$ cat src/rtl/if_pkg.sv
// Package: if_pkg
// Shared types and constants for the instruction-fetch stage.
//   fetch_state_e : fetch FSM states (IDLE, REQ, DROP)
//   fetch_entry_t : one buffered fetch {pc, instr} at the default XLEN
//   PC_INC        : sequential PC step in bytes
package if_pkg;

  localparam int unsigned XLEN_W = 32;
  localparam int unsigned PC_INC = 4;

  typedef enum logic [1:0] {
    IDLE = 2'd0,
    REQ  = 2'd1,
    DROP = 2'd2
  } fetch_state_e;

  typedef struct packed {
    logic [XLEN_W-1:0] pc;
    logic [XLEN_W-1:0] instr;
  } fetch_entry_t;

endpackage

$ cat src/rtl/if_fetch_fifo.sv
// Module: if_fetch_fifo
// DEPTH-entry FIFO of fetched {pc, instr} entries.
//   i_clk, i_reset_n : clock, async active-low reset
//   i_push, i_data   : write an entry (accepted when not full, or full with pop)
//   i_pop            : remove the head (ignored when empty; no empty bypass)
//   i_flush          : drop all entries; overrides push/pop of the same cycle
//   o_data           : head entry (meaningful only when !o_empty)
//   o_count          : number of entries held (0..DEPTH)
//   o_full, o_empty  : status flags
module if_fetch_fifo
  import if_pkg::*;
#(
  parameter int unsigned DEPTH   = 4,
  parameter type         entry_t = fetch_entry_t
) (
  input  logic                     i_clk,
  input  logic                     i_reset_n,
  input  logic                     i_push,
  input  logic                     i_pop,
  input  logic                     i_flush,
  input  entry_t                   i_data,
  output entry_t                   o_data,
  output logic [$clog2(DEPTH):0]   o_count,
  output logic                     o_full,
  output logic                     o_empty
);

  localparam int unsigned AW = $clog2(DEPTH);
  localparam int unsigned CW = AW + 1;

  entry_t          mem_q [DEPTH];
  logic [AW-1:0]   wr_ptr_q;
  logic [AW-1:0]   rd_ptr_q;
  logic [CW-1:0]   count_q;
  logic            do_push;
  logic            do_pop;

  assign o_empty = (count_q == '0);
  assign o_full  = (count_q == CW'(DEPTH));
  assign o_count = count_q;
  assign o_data  = mem_q[rd_ptr_q];

  // A push into a full FIFO is legal only when the head leaves the same cycle.
  assign do_pop  = i_pop && !o_empty;
  assign do_push = i_push && (!o_full || do_pop);

  // Storage needs no reset: the head is never observed while empty.
  always_ff @(posedge i_clk) begin
    if (do_push && !i_flush) begin
      mem_q[wr_ptr_q] <= i_data;
    end
  end

  always_ff @(posedge i_clk or negedge i_reset_n) begin
    if (!i_reset_n) begin
      wr_ptr_q <= '0;
      rd_ptr_q <= '0;
      count_q  <= '0;
    end else if (i_flush) begin
      wr_ptr_q <= '0;
      rd_ptr_q <= '0;
      count_q  <= '0;
    end else begin
      // Pointers wrap naturally because DEPTH is a power of two.
      if (do_push) wr_ptr_q <= wr_ptr_q + AW'(1);
      if (do_pop)  rd_ptr_q <= rd_ptr_q + AW'(1);
      count_q <= count_q + CW'(do_push) - CW'(do_pop);
    end
  end

endmodule

$ cat src/rtl/if_fetch_unit.sv
// Module: if_fetch_unit
// Instruction-fetch stage: owns the PC, issues one outstanding req/ack fetch at a
// time, buffers returned words with their PCs in a DEPTH-entry FIFO and hands them
// to decode. A redirect flushes the FIFO and discards any stale in-flight response.
// Optional build macro: IF_MISALIGN_CHK_EN -- a redirect to a non-word-aligned
// target raises sticky o_fetch_fault and halts fetching until reset. Without it
// the low two target bits are forced to zero and o_fetch_fault is tied low.
// Ports:
//   i_clk, i_reset_n           : clock, async active-low reset (sync release)
//   i_PCSrc, i_inAddr          : redirect strobe and target
//   o_mem_req, o_mem_instrAddr : fetch request; address stable while requesting
//   i_mem_ack, i_mem_instr     : one-cycle response strobe and data
//   o_instr_valid, i_instr_ready, o_instruction, o_outAddr : decode interface
//   o_fetch_fault              : misaligned-redirect flag
//   o_dbg_state                : current fetch FSM state
// Handshake: decode takes the head entry on every rising edge where
// o_instr_valid && i_instr_ready; the head and its data stay unchanged while
// o_instr_valid is high and i_instr_ready is low (unless a redirect flushes).
module if_fetch_unit
  import if_pkg::*;
#(
  parameter int unsigned     XLEN     = XLEN_W,
  parameter int unsigned     DEPTH    = 4,
  parameter logic [XLEN-1:0] RESET_PC = '0
) (
  input  logic            i_clk,
  input  logic            i_reset_n,
  input  logic            i_PCSrc,
  input  logic [XLEN-1:0] i_inAddr,
  output logic            o_mem_req,
  output logic [XLEN-1:0] o_mem_instrAddr,
  input  logic            i_mem_ack,
  input  logic [XLEN-1:0] i_mem_instr,
  output logic            o_instr_valid,
  input  logic            i_instr_ready,
  output logic [XLEN-1:0] o_instruction,
  output logic [XLEN-1:0] o_outAddr,
  output logic            o_fetch_fault,
  output fetch_state_e    o_dbg_state
);

  localparam int unsigned CW = $clog2(DEPTH) + 1;

  typedef struct packed {
    logic [XLEN-1:0] pc;
    logic [XLEN-1:0] instr;
  } slot_t;

  fetch_state_e    state_q, state_d;
  logic [XLEN-1:0] pc_q, pc_d;
  logic [XLEN-1:0] drop_addr_q, drop_addr_d;
  logic [XLEN-1:0] redir_target;
  logic            halted;

  slot_t           push_entry;
  slot_t           head_entry;
  logic            fifo_push;
  logic            fifo_pop;
  logic            fifo_flush;
  logic [CW-1:0]   fifo_count;
  logic [CW-1:0]   count_after_ack;
  logic            fifo_full;
  logic            fifo_empty;

`ifdef IF_MISALIGN_CHK_EN
  logic fault_q;

  assign redir_target = i_inAddr;
  assign halted       = fault_q;

  always_ff @(posedge i_clk or negedge i_reset_n) begin
    if (!i_reset_n) begin
      fault_q <= 1'b0;
    end else if (i_PCSrc && (i_inAddr[1:0] != 2'b00)) begin
      fault_q <= 1'b1;
    end
  end

  assign o_fetch_fault = fault_q;
`else
  assign redir_target  = i_inAddr & ~XLEN'(3);
  assign halted        = 1'b0;
  assign o_fetch_fault = 1'b0;
`endif

  assign fifo_pop   = o_instr_valid && i_instr_ready;
  assign push_entry = '{pc: pc_q, instr: i_mem_instr};
  // Occupancy after an ack lands; the new request's slot must still fit.
  assign count_after_ack = fifo_count + CW'(1) - CW'(fifo_pop);

  always_comb begin
    state_d     = state_q;
    pc_d        = pc_q;
    drop_addr_d = drop_addr_q;
    fifo_push   = 1'b0;
    fifo_flush  = 1'b0;
    o_mem_req   = 1'b0;
    case (state_q)
      IDLE: begin
        if (i_PCSrc) begin
          pc_d       = redir_target;
          fifo_flush = 1'b1;
        end else if (!halted && !fifo_full) begin
          state_d = REQ;
        end
      end
      REQ: begin
        o_mem_req = 1'b1;
        if (i_PCSrc) begin
          pc_d        = redir_target;
          fifo_flush  = 1'b1;
          drop_addr_d = pc_q;
          // A same-cycle ack belongs to the old path; just drop it.
          state_d     = i_mem_ack ? IDLE : DROP;
        end else if (i_mem_ack) begin
          fifo_push = 1'b1;
          pc_d      = pc_q + XLEN'(PC_INC);
          state_d   = (count_after_ack < CW'(DEPTH)) ? REQ : IDLE;
        end
      end
      DROP: begin
        // The memory still owes a response on the old address; keep the
        // request up until it arrives, then throw the data away.
        o_mem_req = 1'b1;
        if (i_PCSrc) begin
          pc_d       = redir_target;
          fifo_flush = 1'b1;
        end
        if (i_mem_ack) begin
          state_d = IDLE;
        end
      end
      default: state_d = IDLE;
    endcase
  end

  always_ff @(posedge i_clk or negedge i_reset_n) begin
    if (!i_reset_n) begin
      state_q     <= IDLE;
      pc_q        <= RESET_PC;
      drop_addr_q <= '0;
    end else begin
      state_q     <= state_d;
      pc_q        <= pc_d;
      drop_addr_q <= drop_addr_d;
    end
  end

  assign o_mem_instrAddr = (state_q == DROP) ? drop_addr_q : pc_q;
  assign o_dbg_state     = state_q;

  if_fetch_fifo #(
    .DEPTH   (DEPTH),
    .entry_t (slot_t)
  ) u_fifo (
    .i_clk     (i_clk),
    .i_reset_n (i_reset_n),
    .i_push    (fifo_push),
    .i_pop     (fifo_pop),
    .i_flush   (fifo_flush),
    .i_data    (push_entry),
    .o_data    (head_entry),
    .o_count   (fifo_count),
    .o_full    (fifo_full),
    .o_empty   (fifo_empty)
  );

  assign o_instr_valid = !fifo_empty;
  assign o_instruction = o_instr_valid ? head_entry.instr : '0;
  assign o_outAddr     = o_instr_valid ? head_entry.pc    : '0;

endmodule

$ cat config.mk
export PLATFORM = sky130hd
export DESIGN_NAME = if_fetch_unit
export DESIGN_NICKNAME = d
export VERILOG_FILES = /design/src/rtl/if_pkg.sv /design/src/rtl/if_fetch_fifo.sv /design/src/rtl/if_fetch_unit.sv
export SDC_FILE = /design/constraint.sdc
export NUM_CORES = 1
export LEC_CHECK = 0
export CAP_MARGIN = 0
export CELL_PAD_IN_SITES_DETAIL_PLACEMENT = 1
export CELL_PAD_IN_SITES_GLOBAL_PLACEMENT = 1
export CORE_MARGIN = 1.5
export CORE_UTILIZATION = 47
export CTS_CLUSTER_DIAMETER = 40
export CTS_CLUSTER_SIZE = 30
export DETAILED_ROUTE_END_ITERATION = 12
export PLACE_DENSITY = 0.82
export SETUP_SLACK_MARGIN = 0.5
export SYNTH_ARGS = -nofsm -noshare
export SYNTH_HDL_FRONTEND = slang
export SYNTH_SLANG_ARGS = --single-unit
export TNS_END_PERCENT = 50
$ cat constraint.sdc
create_clock -name i_clk -period 4.31 [get_ports i_clk]
set_input_delay 0.431 -clock i_clk [delete_from_list [all_inputs] [get_ports i_clk]]
set_output_delay 0.431 -clock i_clk [all_outputs]
set_load 0.01 [all_outputs]
==> flow_summary.html <==
<table>
<tr><th>Metric</th><th>Value</th></tr>
<tr><th colspan="2">Worst setup path</th></tr>
<tr><td>Critical Path End Type</td><td>primary output</td></tr>
<tr><td>Maximum fanout encountered on the critical timing path</td><td>between 40 and 50</td></tr>
<tr><td>Worst setup SP type</td><td>register</td></tr>
<tr><td>Critical path required time</td><td>between 3000 and 4000 ps</td></tr>
<tr><td>Arrival time worst endpoint</td><td>2970 ps</td></tr>
<tr><td>Cells along the critical path</td><td>buf_12 &gt; mux4_2 &gt; and2_1 &gt; clkdlybuf4s50_1</td></tr>
<tr><td>Delay of the slowest cell on the worst path</td><td>730 ps</td></tr>
<tr><td>Worst setup path class</td><td>reg2out</td></tr>
<tr><td>Cell with the biggest individual delay on the critical path</td><td>dfrtp_4</td></tr>
<tr><th colspan="2">Synthesis</th></tr>
<tr><td>Cell type with the largest total area after synthesis</td><td>edfxtp_1</td></tr>
<tr><td>#FFs+latches synth</td><td>317</td></tr>
<tr><td>Average cell area after synthesis</td><td>16.4 µm²</td></tr>
<tr><td>Distinct cells, synth</td><td>52</td></tr>
<tr><td>Number of synthesized flops with an enable pin</td><td>248</td></tr>
<tr><td>Seq/Total Area, Yosys</td><td>68.6%</td></tr>
<tr><td>Top cells by instance count after synthesis</td><td>248 x edfxtp_1, 69 x dfrtp_1, 67 x and2_1</td></tr>
<tr><td>Post-Synthesis Cell Area</td><td>13400 µm²</td></tr>
<tr><td>Primary flip-flop cell chosen by synthesis mapping</td><td>edfxtp_1</td></tr>
<tr><td>Share of synthesized flip-flops with an asynchronous set or reset</td><td>a little over a fifth</td></tr>
<tr><td>Top cell type's share of synthesized area</td><td>a little under three fifths</td></tr>
<tr><td>Top cells by area, synth</td><td>edfxtp_1 56%, dfrtp_1 13%, mux4_2 10%, mux2_2 4.3%, and2_1 3.1%</td></tr>
<tr><td>Mapped Cells</td><td>816</td></tr>
<tr><td>Most common cell in the netlist</td><td>edfxtp_1</td></tr>
<tr><td>Count of warnings emitted by yosys</td><td>0</td></tr>
<tr><th colspan="2">Timing</th></tr>
<tr><td>Least setup slack across all paths after layout</td><td>913 ps</td></tr>
<tr><td>RSZ-0062 raised after global routing</td><td>no</td></tr>
<tr><td>Share of the clock period used by the worst path</td><td>between 70% and 80%</td></tr>
<tr><td>Final total negative setup slack</td><td>0 ps</td></tr>
<tr><td>Achievable clock frequency</td><td>294 MHz</td></tr>
<tr><td>Worst-margin pin slew</td><td>1040 ps</td></tr>
<tr><td>Final number of hold-violating endpoints</td><td>0</td></tr>
<tr><td>Fin. max-slew vios</td><td>0</td></tr>
<tr><td>Setup violation total in the final timing report</td><td>0</td></tr>
<tr><td>Worst clock skew</td><td>24.5 ps</td></tr>
<tr><td>Slew HR</td><td>a little under a third</td></tr>
<tr><td>Final critical delay including setup and external delays</td><td>3400 ps</td></tr>
<tr><th colspan="2">Detailed routing</th></tr>
<tr><td>Vias per std cell</td><td>5.70</td></tr>
<tr><td>TritonRoute pass-1 iters</td><td>5</td></tr>
<tr><td>Detailed-route wire length per cell</td><td>about 23 µm</td></tr>
<tr><td>Routed via count</td><td>7980</td></tr>
<tr><td>Final WL</td><td>32000 µm</td></tr>
<tr><td>DR DRC count</td><td>0</td></tr>
<tr><td>Number of violations reported at the end of detailed-routing iteration 0</td><td>555</td></tr>
<tr><td>Antenna-violating nets left</td><td>0</td></tr>
<tr><th colspan="2">Die</th></tr>
<tr><td># IOs</td><td>170</td></tr>
<tr><td>Initial Utilization</td><td>48.0%</td></tr>
<tr><td>Site Rows</td><td>between 60 and 70</td></tr>
<tr><td>Chip width</td><td>172 µm</td></tr>
<tr><td>Vertical die dimension</td><td>between 150 and 200 µm</td></tr>
<tr><td>DIE AREA</td><td>29500 µm²</td></tr>
<tr><td>Core box area</td><td>27900 µm²</td></tr>
<tr><th colspan="2">Place</th></tr>
<tr><td>Placed insts</td><td>about 1300</td></tr>
<tr><td>Port bufs</td><td>162</td></tr>
<tr><td>Detailed-placement wirelength estimate</td><td>19700 µm</td></tr>
<tr><td>Worst Setup Slack post-DPL</td><td>1090 ps</td></tr>
<tr><td>Routability congestion estimate</td><td>around 0.82</td></tr>
<tr><th colspan="2">Cells and area</th></tr>
<tr><td>Antenna diode count</td><td>0</td></tr>
<tr><td>Layout cell share with drive strength beyond 1</td><td>20.9%</td></tr>
<tr><td>Core Util, Final</td><td>60.5%</td></tr>
<tr><td>Relative area change from synthesis to final layout</td><td>26.1%</td></tr>
<tr><td>Layout Cells excl Fill</td><td>between 1000 and 1500</td></tr>
<tr><td>Number of nets in the layout</td><td>1072</td></tr>
<tr><th colspan="2">Global route</th></tr>
<tr><td>Overall routing resource usage</td><td>22.5%</td></tr>
<tr><td>Number of antenna violations at the first check in global routing</td><td>1</td></tr>
<tr><td>Vias in the first global route</td><td>8612</td></tr>
<tr><td>Pin count of the biggest net entering global routing</td><td>64</td></tr>
<tr><td>Global-route wire length before repair</td><td>approximately 50000 µm</td></tr>
<tr><td>GR Overflow Total</td><td>0</td></tr>
<tr><th colspan="2">Min path</th></tr>
<tr><td>Worst hold path type</td><td>in2async</td></tr>
<tr><th colspan="2">Outcome</th></tr>
<tr><td>Status</td><td>finished clean</td></tr>
<tr><th colspan="2">Power and ir drop</th></tr>
<tr><td>Final Power</td><td>11600 µW</td></tr>
<tr><td>Max rail drop VDD</td><td>between 0.4 and 0.5 mV</td></tr>
<tr><td>Leak</td><td>between 0.005 and 0.006 µW</td></tr>
<tr><td>Power density cells</td><td>688 nW/µm²</td></tr>
<tr><th colspan="2">Clock network</th></tr>
<tr><td>Num CTS Buffers</td><td>42</td></tr>
<tr><td>CTS tree</td><td>built</td></tr>
<tr><td>Post-cts gate resize count</td><td>0</td></tr>
<tr><td>Cell chosen for the clock root</td><td>clkbuf_16</td></tr>
<tr><td>Buffer levels on the longest clock path</td><td>3</td></tr>
<tr><td>Setup Buffers After CTS</td><td>0</td></tr>
<tr><td>Clock sink count</td><td>~320</td></tr>
<tr><td>Clock-pin slew of the registers on the worst-case setup and hold paths</td><td>60 ps</td></tr>
<tr><td>Worst-Skew Late Latency</td><td>530 ps</td></tr>
<tr><td>Level count of the clock H-tree</td><td>2</td></tr>
<tr><th colspan="2">Flow run</th></tr>
<tr><td>Max-cap check violation count</td><td>0</td></tr>
</table>
metal layers:
metal	up-vias	GRT usage, %	share of wire, %	wire length [µm]
met4	0	6.56	2.1	681
met3	53	4.10	5.7	1810
met2	261	38.7	50	16100
met5	-	0	0	0
li1	3535	-	-	-
met1	4131	29.3	42	13400
cells in the final DEF (no fill, tap or decap), types with 5 or more instances in the layout:
master             n
buf_12             5
o21ai_0           33
or3_1              8
and2_1            63
nand3_1            8
inv_6             10
o31ai_1            9
clkbuf_16         43
nand2_1           42
nor3_1             9
o22ai_1            6
inv_1             14
nor2_1            18
mux2_2            51
a21oi_1           42
dfrtp_1           67
clkdlybuf4s50_1  161
buf_4              8
o32ai_1            5
ha_1              11
and3_1             5
edfxtp_1         248
mux4_2            62
nand4_1            6
conb_1             5
area by class of cell:
class	instances	area, µm²
clock inverter	30	310
timing repair buffer	176	1790
clock buffer	47	1100
sequential	317	9180
fill	2521	11000
inverter	14	52.6
multi-input combinational	439	3960
tap	378	473
worst paths after layout:
| path | startpoint | to | slack, ps | cells after the start |
|---|---|---|---|---|
| setup / recovery | u_fifo.rd_ptr_q[0] | o_outAddr[4] | 910 | 4 |
| hold / removal | i_reset_n | drop_addr_q[23] | 400 | 2 |
| setup reg to reg | o_dbg_state[0] | pc_q[25] | 1320 | 6 |
| hold reg to reg | drop_addr_q[4] | drop_addr_q[4] | 500 | 2 |
| max in group asynchronous | i_reset_n | u_fifo.rd_ptr_q[0] | 3100 | 3 |
| min in group i_clk | drop_addr_q[4] | drop_addr_q[4] | 500 | 2 |
stage by stage:
stage / hold WS (ps) / area [µm²]
global placement: 402 / 15400
detailed placement: 408 / 15400
finish: 399 / 16900
global route: 436 / 16900
CTS: 384 / 16900
floorplan: 135 / 13400
registers in the layout (all words and copies together), names as in the netlist:
name and flops:
u_fifo.mem_q 248, o_dbg_state 2, pc_q 30, drop_addr_q 30, u_fifo.rd_ptr_q 2, u_fifo.wr_ptr_q 2, u_fifo.o_count 3
what timing repair did:
| action | CTS | global route |
|---|---|---|
| endpoints found under the hold margin | 18 | 0 |
| endpoints found under the setup margin | 0 | 0 |
| hold buffers | 1 | 0 |
critical path, delay by kind of cell, from the launching register on:
| family | cells | cell delay (ps) |
|---|---|---|
| simple gates | 1 | 180 |
| flops | 1 | 730 |
| mux | 1 | 580 |
| buf+inv | 2 | 900 |
power breakdown:
part	switching (µW)	internal [µW]
logic	1670	1910
registers	661	3930
clock network	1400	2030
total	3730	7860
cells by family (layout without fill, tap and decap cells):
kind of cell	after synthesis	in the layout	synth area share, %
simple gates	186	186	7.72
fa+ha+maj	13	13	1.27
mux	113	113	14.7
compound gates	117	117	5.22
xor+xnor	5	5	0.328
flops	317	317	68.6
other cells	1	5	0.0280
buf+inv	64	267	2.07
Note: power is estimated with default switching activity, not from simulation.
